===== config.mk =====
export PLATFORM = sky130hd
export DESIGN_NAME = div_ctrl
export DESIGN_NICKNAME = d
export VERILOG_FILES = /design/src/rtl/div_ctrl_pkg.sv /design/src/rtl/div_chan_issue.sv /design/src/rtl/div_ctrl.sv
export SDC_FILE = /design/constraint.sdc
export NUM_CORES = 1
export LEC_CHECK = 0
export ABC_AREA = 1
export BUFFER_PORTS_ARGS = -buffer_cell sky130_fd_sc_hd__buf_2
export CAP_MARGIN = 20
export CORE_AREA = 2 2 121 123
export DETAILED_ROUTE_END_ITERATION = 8
export DIE_AREA = 0 0 123 125
export PLACE_DENSITY = 0.71
export REMOVE_ABC_BUFFERS = 1
export SYNTH_ARGS = -nofsm -noshare
export SYNTH_HDL_FRONTEND = slang
export SYNTH_HIERARCHICAL = 1
export SYNTH_SLANG_ARGS = --single-unit

===== constraint.sdc =====
create_clock -name clk -period 2 [get_ports clk]
set_input_delay 0.1 -clock clk [delete_from_list [all_inputs] [get_ports clk]]
set_output_delay 0.1 -clock clk [all_outputs]
set_load 0.02 [all_outputs]

===== src/rtl/div_ctrl_pkg.sv =====
// Shared types and constants for the divider sequencing controller.
package div_ctrl_pkg;

  typedef enum logic [2:0] {
    StIdle,
    StSend,
    StWait,
    StResp,
    StDrain
  } state_e;

  // req_op bit positions
  localparam int unsigned OP_MOD = 0;
  localparam int unsigned OP_UNS = 1;

  // dout_tdata layout: {quotient, remainder}
  localparam int unsigned QUOT_HI = 63;
  localparam int unsigned QUOT_LO = 32;
  localparam int unsigned REM_HI  = 31;
  localparam int unsigned REM_LO  = 0;

  function automatic logic [31:0] pick_result(input logic [63:0] dout, input logic is_mod);
    return is_mod ? dout[REM_HI:REM_LO] : dout[QUOT_HI:QUOT_LO];
  endfunction

endpackage


===== src/rtl/div_chan_issue.sv =====
// Holds one AXI-Stream input channel's tvalid from issue until its handshake or an abort.
module div_chan_issue (
  input  logic clk,
  input  logic resetn,
  input  logic issue,
  input  logic abort,
  input  logic tready,
  output logic tvalid,
  output logic done
);

  logic valid_q, valid_d;

  always_comb begin
    valid_d = valid_q;
    if (abort) begin
      valid_d = 1'b0;
    end else if (issue) begin
      valid_d = 1'b1;
    end else if (valid_q && tready) begin
      valid_d = 1'b0;
    end
  end

  always_ff @(posedge clk or negedge resetn) begin
    if (!resetn) begin
      valid_q <= 1'b0;
    end else begin
      valid_q <= valid_d;
    end
  end

  assign tvalid = valid_q;
  // Already handshaken, or handshaking in this cycle.
  assign done   = ~valid_q | tready;

endmodule


===== src/rtl/div_ctrl.sv =====
// Sequences one div/mod request through the signed or unsigned divider IP and returns the result.
module div_ctrl
  import div_ctrl_pkg::*;
#(
  parameter int unsigned TIMEOUT = 64
) (
  input  logic        clk,
  input  logic        resetn,
  input  logic        req_valid,
  output logic        req_ready,
  input  logic [1:0]  req_op,
  input  logic [31:0] req_src1,
  input  logic [31:0] req_src2,
  input  logic        flush,
  output logic        busy,
  output logic        res_valid,
  output logic [31:0] res_data,
  output logic        err,
  output logic [31:0] dividend_tdata,
  output logic [31:0] divisor_tdata,
  output logic        dividend_tvalid_s,
  output logic        divisor_tvalid_s,
  output logic        dividend_tvalid_u,
  output logic        divisor_tvalid_u,
  input  logic        dividend_tready_s,
  input  logic        divisor_tready_s,
  input  logic        dividend_tready_u,
  input  logic        divisor_tready_u,
  input  logic        dout_tvalid_s,
  input  logic        dout_tvalid_u,
  input  logic [63:0] dout_tdata_s,
  input  logic [63:0] dout_tdata_u
);

  localparam int unsigned CntW = $clog2(TIMEOUT + 1);

  state_e            state_q, state_d;
  logic [1:0]        op_q;
  logic [31:0]       dvd_q, dvs_q, res_q;
  logic [CntW-1:0]   cnt_q, cnt_d, cnt_inc;
  logic              err_q;

  logic              uns, issue, abort, capture, timeout;
  logic              sel_dout;
  logic [63:0]       sel_tdata;
  logic              dvd_tready, dvs_tready, dvd_tvalid, dvs_tvalid, dvd_done, dvs_done;

  assign uns        = op_q[OP_UNS];
  assign issue      = (state_q == StIdle) && req_valid && !flush;
  assign sel_dout   = uns ? dout_tvalid_u : dout_tvalid_s;
  assign sel_tdata  = uns ? dout_tdata_u : dout_tdata_s;
  assign dvd_tready = uns ? dividend_tready_u : dividend_tready_s;
  assign dvs_tready = uns ? divisor_tready_u : divisor_tready_s;
  assign cnt_inc    = cnt_q + CntW'(1);
  assign timeout    = ((state_q == StWait) || (state_q == StDrain)) && (cnt_inc == CntW'(TIMEOUT));

  div_chan_issue u_dvd_chan (
    .clk    (clk),
    .resetn (resetn),
    .issue  (issue),
    .abort  (abort),
    .tready (dvd_tready),
    .tvalid (dvd_tvalid),
    .done   (dvd_done)
  );

  div_chan_issue u_dvs_chan (
    .clk    (clk),
    .resetn (resetn),
    .issue  (issue),
    .abort  (abort),
    .tready (dvs_tready),
    .tvalid (dvs_tvalid),
    .done   (dvs_done)
  );

  always_ff @(posedge clk or negedge resetn) begin
    if (!resetn) begin
      state_q <= StIdle;
    end else begin
      state_q <= state_d;
    end
  end

  always_comb begin
    state_d = state_q;
    abort   = 1'b0;
    capture = 1'b0;
    unique case (state_q)
      StIdle: begin
        if (issue) state_d = StSend;
      end
      StSend: begin
        if (flush) begin
          state_d = StDrain;
        end else if (dvd_done && dvs_done) begin
          state_d = StWait;
        end
      end
      StWait: begin
        if (sel_dout) begin
          // A result landing together with flush is simply dropped.
          if (flush) begin
            state_d = StIdle;
          end else begin
            state_d = StResp;
            capture = 1'b1;
          end
        end else if (timeout) begin
          abort   = 1'b1;
          state_d = StIdle;
        end else if (flush) begin
          state_d = StDrain;
        end
      end
      StResp: begin
        state_d = StIdle;
      end
      StDrain: begin
        if (sel_dout && dvd_done && dvs_done) begin
          state_d = StIdle;
        end else if (timeout) begin
          abort   = 1'b1;
          state_d = StIdle;
        end
      end
      default: state_d = StIdle;
    endcase
  end

  always_comb begin
    cnt_d = cnt_q;
    if (issue || (state_q == StSend && state_d == StWait)) begin
      cnt_d = '0;
    end else if (state_q == StWait || state_q == StDrain) begin
      cnt_d = cnt_inc;
    end
  end

  always_ff @(posedge clk or negedge resetn) begin
    if (!resetn) begin
      op_q  <= '0;
      dvd_q <= '0;
      dvs_q <= '0;
      res_q <= '0;
      cnt_q <= '0;
      err_q <= 1'b0;
    end else begin
      cnt_q <= cnt_d;
      err_q <= err_q | abort;
      if (issue) begin
        op_q  <= req_op;
        dvd_q <= req_src1;
        dvs_q <= req_src2;
      end
      if (capture) begin
        res_q <= pick_result(sel_tdata, op_q[OP_MOD]);
      end
    end
  end

  always_comb begin
    req_ready         = (state_q == StIdle);
    busy              = (state_q != StIdle);
    res_valid         = (state_q == StResp) && !flush;
    res_data          = res_q;
    err               = err_q;
    dividend_tdata    = dvd_q;
    divisor_tdata     = dvs_q;
    dividend_tvalid_s = dvd_tvalid && !uns;
    divisor_tvalid_s  = dvs_tvalid && !uns;
    dividend_tvalid_u = dvd_tvalid && uns;
    divisor_tvalid_u  = dvs_tvalid && uns;
  end

endmodule


### Yosys cells after proc, flatten, opt, wreduce, memory -nomap -nowiden

Index checks and enable logic that the tools add are counted.
W data, S select, Z words.

* bits in registers: 111
* bits in latches: 0
* memory bits (writable): 0
* memory bits (read-only): 0
* bits of input ports: 204
* output and inout bits: 104
* logic and storage cells: 74
* memories: 0

* add/sub/neg operators: 1
* multipliers: 0
* div/mod/pow operators: 0
* $lt $le $gt $ge: 0
* eq/ne operators: 6
* shifts and indexed selects: 0
* multiplexer cells: 30
* bitwise logic cells: 5
* reductions and logical operators: 23

Operators by type and width (count)
* $mux W64: 1
* $mux W32: 1
* $mux W3: 8
* $mux W1: 15
* $logic_and A1 B1 Y1: 14
* $mux W7: 2
* $pmux W3 S4: 1
* $eq A3 B2 Y1 const B: 3
* $reduce_bool A3 Y1: 3
* $add A7 B1 Y7 const B: 1
* $eq A7 B7 Y1 const B: 1
* $eq A3 B1 Y1 const B: 1
* $eq A3 B3 Y1 const B: 1
* $logic_not A3 Y1: 1
* $or A1 B1 Y1: 3
* $logic_not A1 Y1: 2
* $logic_or A1 B1 Y1: 2
* $mux W2: 1
* $not A1 Y1: 2
* $pmux W1 S2: 1
* $reduce_bool A2 Y1: 1

### Longest topological paths before layout

Gate-level depths: netlist (run 1).

* word-level depth: 10
* depth in mapped cells: 16
* depth with buffers taken out: 13

### By module

Netlist (run 1), hierarchy kept.

By module, submodules not included
* div_ctrl: instances 1, cells an instance 713, area each 5291.3 um^2, sequential area each 2727.6 um^2
* div_chan_issue: instances 2, cells an instance 5, area each 47.5 um^2, sequential area each 25.0 um^2

### Worst setup path before layout (run 1)

No wires, ideal clock.

* path kind: register to register
* start: register op_q[1]
* end: register cnt_q[5]
* library setup time: 0.126 ns
* arrival time: 1.631 ns
* required time: 1.874 ns
* setup slack: 0.243 ns
* cell stages (with the launch flop): 14
* buffers on the path: 3
* period minus slack after synthesis: 1.757 ns
* cell sequence: dfrtp_1 -> buf_4 -> inv_4 -> buf_6 -> clkbuf_1 -> nand2_1 -> nand2_1 -> inv_1 -> nand2_2 -> nand2_1 -> nor3_1 -> nor2_1 -> nand2_1 -> o21ai_0

* longest elaborated chain between the ends: 10
* elaborated cells on any way between the ends: 18
* classes of those cells: 1 x eq/ne; 9 x mux; 2 x bitwise; 6 x reduce/logical

RTL lines
* start: declaration: line div_ctrl.sv:38 `logic [1:0] op_q;`
* start signal: assignment: line div_ctrl.sv:152 `op_q <= req_op;`
* $mux W1 *: line div_ctrl.sv:53 `assign dvs_tready = uns ? divisor_tready_u : divisor_tready_s;`
* net dvs_tready: line div_ctrl.sv:46 `logic dvd_tready, dvs_tready, dvd_tvalid, dvs_tvalid, dvd_done, dvs_done;`
* $or A1 B1 Y1 *: line div_chan_issue.sv:35 `assign done = ~valid_q | tready;`
* net dvs_done: line div_ctrl.sv:46
* $logic_and A1 B1 Y1: line div_ctrl.sv:96 `end else if (dvd_done && dvs_done) begin`
* $mux W3: line div_ctrl.sv:96
* $mux W3: line div_ctrl.sv:94 `if (flush) begin`
* $pmux W3 S4 *: line div_ctrl.sv:89 `unique case (state_q)`
* $eq A3 B2 Y1 *: line div_ctrl.sv:133 `if (issue || (state_q == StSend && state_d == StWait)) begin`
* $logic_and A1 B1 Y1 *: line div_ctrl.sv:133
* $logic_or A1 B1 Y1 *: line div_ctrl.sv:133
* $mux W7 or $reduce_bool A2 Y1 (tied branches)
* end signal: assignment: line div_ctrl.sv:149 `cnt_q <= cnt_d;`
* end: declaration: line div_ctrl.sv:40 `logic [CntW-1:0] cnt_q, cnt_d, cnt_inc;`

The timed path passes the listed nets; every way through them passes the cells marked *.
A chain may end at the register's enable or synchronous reset.

### Final worst setup path (run 1)

* start: register cnt_q[0]
* end: register u_dvs_chan.valid_q, in the netlist u_dvs_chan/tvalid

* longest elaborated chain between the ends: 7
* elaborated cells on any way between the ends: 9
* classes of those cells: 1 x add/sub; 1 x eq/ne; 5 x mux; 2 x reduce/logical

RTL lines
* $add A7 B1 Y7 *: line div_ctrl.sv:54 `assign cnt_inc = cnt_q + CntW'(1);`
* $eq A7 B7 Y1 *: line div_ctrl.sv:55 `assign timeout = ((state_q == StWait) || (state_q == StDrain)) && (cnt_inc == CntW'(TIMEOUT));`
* $logic_and A1 B1 Y1 *: line div_ctrl.sv:55
* $mux W1 *: line div_ctrl.sv:109, div_ctrl.sv:122
* $mux W1, on equally long branches: line div_ctrl.sv:120, div_ctrl.sv:101
* $pmux W1 S2 *: line div_ctrl.sv:89
* net abort: line div_ctrl.sv:43 `logic uns, issue, abort, capture, timeout;`
* $reduce_bool A3 Y1 (no line) or $mux W1 (tied branches)
* end signal: assignment: line div_chan_issue.sv:29 `valid_q <= valid_d;`
* end: declaration: line div_chan_issue.sv:12 `logic valid_q, valid_d;`

Marked as above.

==> results of run 1 <==
==> cells in the mapped netlist <==
cell	number	area share, %
nand2_1	235	16
nor2_1	171	12
dfrtp_1	111	52
o21ai_0	69	6.4
a31oi_1	32	3.7
inv_1	27	1.9
clkbuf_1	23	1.6
buf_2	13	1.2
nand3_1	10	0.93
buf_6	4	0.84
o21ai_1	4	0.37
nand4_1	3	0.35
a21oi_2	2	0.33
buf_1	2	0.14
ha_1	2	0.46
inv_2	2	0.14
nand2_2	2	0.23
nor3_1	2	0.19
a21boi_0	1	0.14
buf_4	1	0.14
inv_4	1	0.12
nor2_4	1	0.21
o21ai_2	1	0.16
o21bai_1	1	0.14
o311ai_0	1	0.16
or2_1	1	0.12
xnor2_1	1	0.16
==> routing by layer <==
layer | wire length [um] | global-route usage [%] | part of all wire, % | vias up
met5 | 13 | 0 | 0.073 | -
met2 | 9100 | 43.0 | 51 | 245
met1 | 6970 | 25.7 | 39 | 2694
met3 | 1370 | 4.79 | 7.7 | 28
li1 | - | - | - | 2989
met4 | 382 | 7.89 | 2.1 | 2
==> registers in the layout, indices dropped and copies added, names as in the netlist <==
name,cells
op_q,2
dividend_tdata,32
divisor_tdata,32
res_data,32
cnt_q,7
u_dvs_chan/tvalid,1
u_dvd_chan/tvalid,1
state_q,3
err,1
==> cell families (layout without fill, tap and decap cells) <==
group	Yosys count	after routing	synth area share [%]
simple gates	425	425	30.3
compound gates	111	111	11.4
flops	111	111	51.6
buf+inv	73	430	6.06
fa+ha+maj	2	2	0.465
xor+xnor	1	1	0.163
other cells	0	2	0
==> worst min-delay path: stages <==
cell	delay, ps
buf_2	90
nand2_1	70
nand2_1	60
==> path summary, 6_finish.rpt <==
path / to / slack [ps] / start / cells past startpoint
max: u_dvs_chan/tvalid$_DFFE_PN0P_ / 370 / cnt_q[0]$_DFFE_PN0P_ / 8
min: dividend_tdata[0]$_DFFE_PN0P_ / 20 / req_src1[0] / 3
max reg2reg: u_dvs_chan/tvalid$_DFFE_PN0P_ / 370 / cnt_q[0]$_DFFE_PN0P_ / 8
min reg2reg: dividend_tdata[23]$_DFFE_PN0P_ / 470 / dividend_tdata[23]$_DFFE_PN0P_ / 2
max in group asynchronous: cnt_q[1]$_DFFE_PN0P_ / 1010 / resetn / 3
min in group asynchronous: dividend_tdata[4]$_DFFE_PN0P_ / 320 / resetn / 2
==> layout make-up <==
class | count | area (um2) | share of cell area (%)
Tap cell | 184 | 230 | 2.85
Multi-Input combinational cell | 539 | 2280 | 28.3
Clock buffer | 9 | 225 | 2.79
Inverter | 30 | 115 | 1.43
Sequential cell | 111 | 2780 | 34.5
Clock inverter | 6 | 92.6 | 1.15
Antenna cell | 2 | 5.00 | 0.0621
Timing Repair Buffer | 385 | 2330 | 29.0
==> per-stage QoR <==
step                power (W)  TNS, ps  setup WS, ps  std cells  hold WS, ps
floorplan             0.00760   -62450          -987        680         -196
global placement      0.00979        0           434       1185          118
detailed placement    0.00988        0           388       1185          116
CTS                    0.0119        0           379       1264        0.785
global route           0.0129        0           216       1265         19.0
finish                 0.0119        0           369       1266         16.5
==> power groups by stage <==
stage	registers, W	logic [W]	clock network, W
global placement	0.00391	0.00588	0
detailed placement	0.00395	0.00593	0
CTS	0.00391	0.00604	0.00199
global route	0.00405	0.00672	0.00208
floorplan	0.00534	0.00226	0
finish	0.00392	0.00603	0.00193
==> metrics.txt, run 1 <==
Synth Register Bits=111; design area=slightly above 8000 um2; detailed-route via count=slightly below 6k; CTS Sinks=about 110; max cap viols=0; critical path type=reg -> reg; Final setup viols=0; CTS tree=done; Hold Buf Count CTS=64; most common cell after layout, fill and taps aside=buf_2; Internal Pwr Total=0.00646 W; GRT Util Overall=23.1%; Die ar.=15400 um2; NetSw=between 0.005 and 0.006 W; Num CTS Buffers=9; HPWL Detailed=approximately 12 mm; layout cells sized above 1=about a third; postcts setup bufs=0; placer congestion estimate=0.842; Worst EP required=2240 ps; Static Leakage=4.40 nW; post-DR wirelength/cell=roughly 14 um; initial antenna violation count=3; Worst VDD drop=about 0.51 mV; Clock Pin Slew Worst Setup and Hold Paths=roughly 70 ps; initial core utilization=37.9%; Die W=123 um; final number of hold-violating endpoints=0; fillers=1311; vias per inst=approximately 4.7; Startpoint Class=flip-flop; Slowest cell on crit path=dfrtp_1; Syn. warnings=6; status=completed; Slew @ Worst Pin=577 ps; switch share=45.6%; DRT Pass-1 Iters=4; clk_lat worst skew=340 ps; Comb power frac=50.7%; cell count after synthesis=723; CTS resizes=0; Critical Path Sink Type=flip-flop; total gr overflow=0; cell area after synthesis=5390 um2; Post-Route WL=17.8 mm; hold crit path type=in -> reg; CP Buf/Inv Count=1; Root Driver=clkbuf_16; Ports=308; Clock Power Share=16.2%; sequential share of the synthesized area=51.6%; Core Footprint=around 14000 um2; fmax=613 MHz; pwr dens=about 1500 nW/um2; Setup Skew=7.06 ps; H-tree level count=3; vias in the first global route=5758; Post-route DRC=0; Unique masters post-synth=27; DR iter-0 viols=290; max-slew violation count=0; Layout Area Growth over Synthesis=49.7%; post-route ant nets=0; Nets=1282; relative slew slack=61.5%; Max clock buf depth=2; min Tclk post-route=1630 ps; commonest cells after routing, fill and taps aside=buf_2, nand2_1, nor2_1; Mapped Avg Cell Area=about 7.5 um2; chip height=around 130 um; DP Area=roughly 7100 um2; Crit Path Max Fanout=6; CP dominant cell by count=nand3_1; sequential power share=33.0%; RSZ-0062 raised after global routing=false; global-route wire length before repair=27.8 mm; pin count of the biggest net entering global routing=66; fin crit share=81.6%; CP top delay family=simple AND/OR/NAND/NOR gates; Critical Path, Cell by Cell=ha_1, nand3_1, o21bai_1, nand2_1, nor2_1, nand3_1, inv_1, a21oi_2; IO buf count=between 300 and 400; CP peak stage delay=430 ps; FP Rows=between 40 and 50; fin util=~57%; crit path DAT=~1900 ps
Note: power is estimated with default switching activity, not from simulation.
==> run 2, diff against run 1 <==
Clock period 2 ns to 1.6 ns, I/O delays scaled along.
==> metrics.txt, run 2 (same netlist as run 1, synthesis figures left out) <==
status=completed; max cap viols=0 (unchanged); Final setup viols=0 (unchanged); GR Util met2=40.6% (-2.4 points); min Tclk post-route=1510 ps (-122 ps); commonest cells after routing, fill and taps aside=buf_2, nand2_1, nor2_1; global-route wire length before repair=27.4 mm (-1.8%); crit path DAT=1800 ps (-70 ps); total gr overflow=0 (unchanged); Ports=308 (unchanged); Slew @ Worst Pin=532 ps (-45.0 ps); Worst VDD drop=0.751 mV (+47%); # diodes=0 (-2); met3 usage=4.11% (-0.68 points); final worst setup slack=90.5 ps (-278 ps); Crit Path Max Fanout=17 (+11); Num CTS Buffers=9 (unchanged); vias in the first global route=5746 (-0.21%); HPWL Detailed=12.5 mm (+1.1%); fmax=662 MHz (+8.1%); Setup Skew=7.84 ps (+0.776 ps); Critical Path Sink Type=flip-flop; post-DR wirelength/cell=14.1 um (+0.43%); final number of hold-violating endpoints=0 (unchanged); fillers=1273 (-2.9%); relative slew slack=64.5% (+3.0 points); Die ar.=15400 um2 (unchanged); hold slack=12.3 ps (-4.26 ps); Post-route DRC=0 (unchanged); initial core utilization=37.9% (unchanged); DRT Pass-1 Iters=4 (unchanged); Die W=123 um (unchanged); busiest metal layer after global routing=met2; IO buf count=307 (unchanged); post-route ant nets=0 (unchanged); clk_lat worst skew=350 ps (about the same); hold crit path type=in -> reg; vias per inst=4.71 (about the same); critical path type=reg -> reg; detailed-route via count=6008 (+0.84%); FP Rows=44 (unchanged); DR iter-0 viols=309 (+6.6%); CTS Sinks=111 (unchanged); H-tree level count=3 (unchanged); Root Driver=clkbuf_16; Core Footprint=14200 um2 (unchanged); initial antenna violation count=2 (-1); fin crit share=94.3% (+13 points); Layout Area Growth over Synthesis=52.9%; Post-Route WL=18.1 mm (+1.2%); layout cells sized above 1=33.5% (+1.5 points); Static Leakage=4.47 nW (+1.6%); setup slack, reg-to-reg=90 ps (-280 ps); GR Util met1=26.0% (+0.24 points); placer congestion estimate=0.835 (-0.77%); pre-CTS setup slack=52.3 ps (-336 ps); CTS tree=done; Worst EP required=1890 ps (-350 ps); Max clock buf depth=2 (unchanged); Startpoint Class=flip-flop; chip height=125 um (unchanged); pwr dens=1810 nW/um2 (+23%); most common cell after layout, fill and taps aside=buf_2; GRT Util Overall=22.6% (-0.55 points); max-slew violation count=0 (unchanged); Clock Pin Slew Worst Setup and Hold Paths=80 ps (about the same); pin count of the biggest net entering global routing=66 (unchanged); Nets=1294 (+0.94%)
-- run 2: power by group --
part           internal [W]  switching (W)
Clock               0.00106        0.00106
Sequential          0.00415       0.000718
Combinational       0.00279        0.00512
Total               0.00801        0.00689
-- run 2: repair_timing --
action,CTS,global route
resized for setup,0,13
endpoints found under the hold margin,98,0
buffers inserted,0,1
setup endpoints to repair,0,39
hold buffers,66,0
-- run 2: through the flow --
stage	cell area, um2	util (%)	setup TNS [ps]	cells	power (W)
floorplan	5170	-	-107300	680	0.00950
global placement	7200	50.7	0	1192	0.0125
detailed placement	7200	50.7	0	1192	0.0126
CTS	8140	57.3	0	1273	0.0149
global route	8240	58.0	-0.271	1276	0.0161
finish	8240	58.0	0	1276	0.0149
-- run 2: final cells by class --
class | instances | area [um2] | share of cell area [%]
flip-flops and latches | 111 | 2780 | 33.7
repair buffers | 397 | 2520 | 30.6
multi-input cells | 539 | 2310 | 28.1
well taps | 184 | 230 | 2.80
clock buffers | 9 | 225 | 2.73
inverters | 30 | 118 | 1.43
clock inverters | 6 | 46.3 | 0.562
-- run 2: worst paths after layout --
| path | endpoint | cells after the start | from |
|---|---|---|---|
| setup / recovery | dividend_tdata[14]$_DFFE_PN0P_ | 6 | state_q[2]$_DFF_PN0_ |
| hold / removal | op_q[1]$_DFFE_PN0P_ | 3 | req_op[1] |
| setup reg to reg | dividend_tdata[14]$_DFFE_PN0P_ | 6 | state_q[2]$_DFF_PN0_ |
| hold reg to reg | err$_DFF_PN0_ | 2 | err$_DFF_PN0_ |
| max in group asynchronous | res_data[21]$_DFFE_PN0P_ | 3 | resetn |
| min in group asynchronous | dividend_tdata[31]$_DFFE_PN0P_ | 2 | resetn |
-- run 2: per-layer routing --
| layer | wire [um] | share of wire, % | vias up |
|---|---|---|---|
| met2 | 8980 | 50 | 227 |
| met5 | 27 | 0.15 | - |
| met3 | 1160 | 6.4 | 39 |
| li1 | - | - | 3008 |
| met1 | 7420 | 41 | 2730 |
| met4 | 467 | 2.6 | 4 |
-- run 2: worst max-delay path, stage by stage, from the launching register on --
cell	delay [ps]
dfrtp_1	410
or2_1	270
nor2_4	230
buf_12	150
buf_4	210
nand2_1	90
nand2_1	90
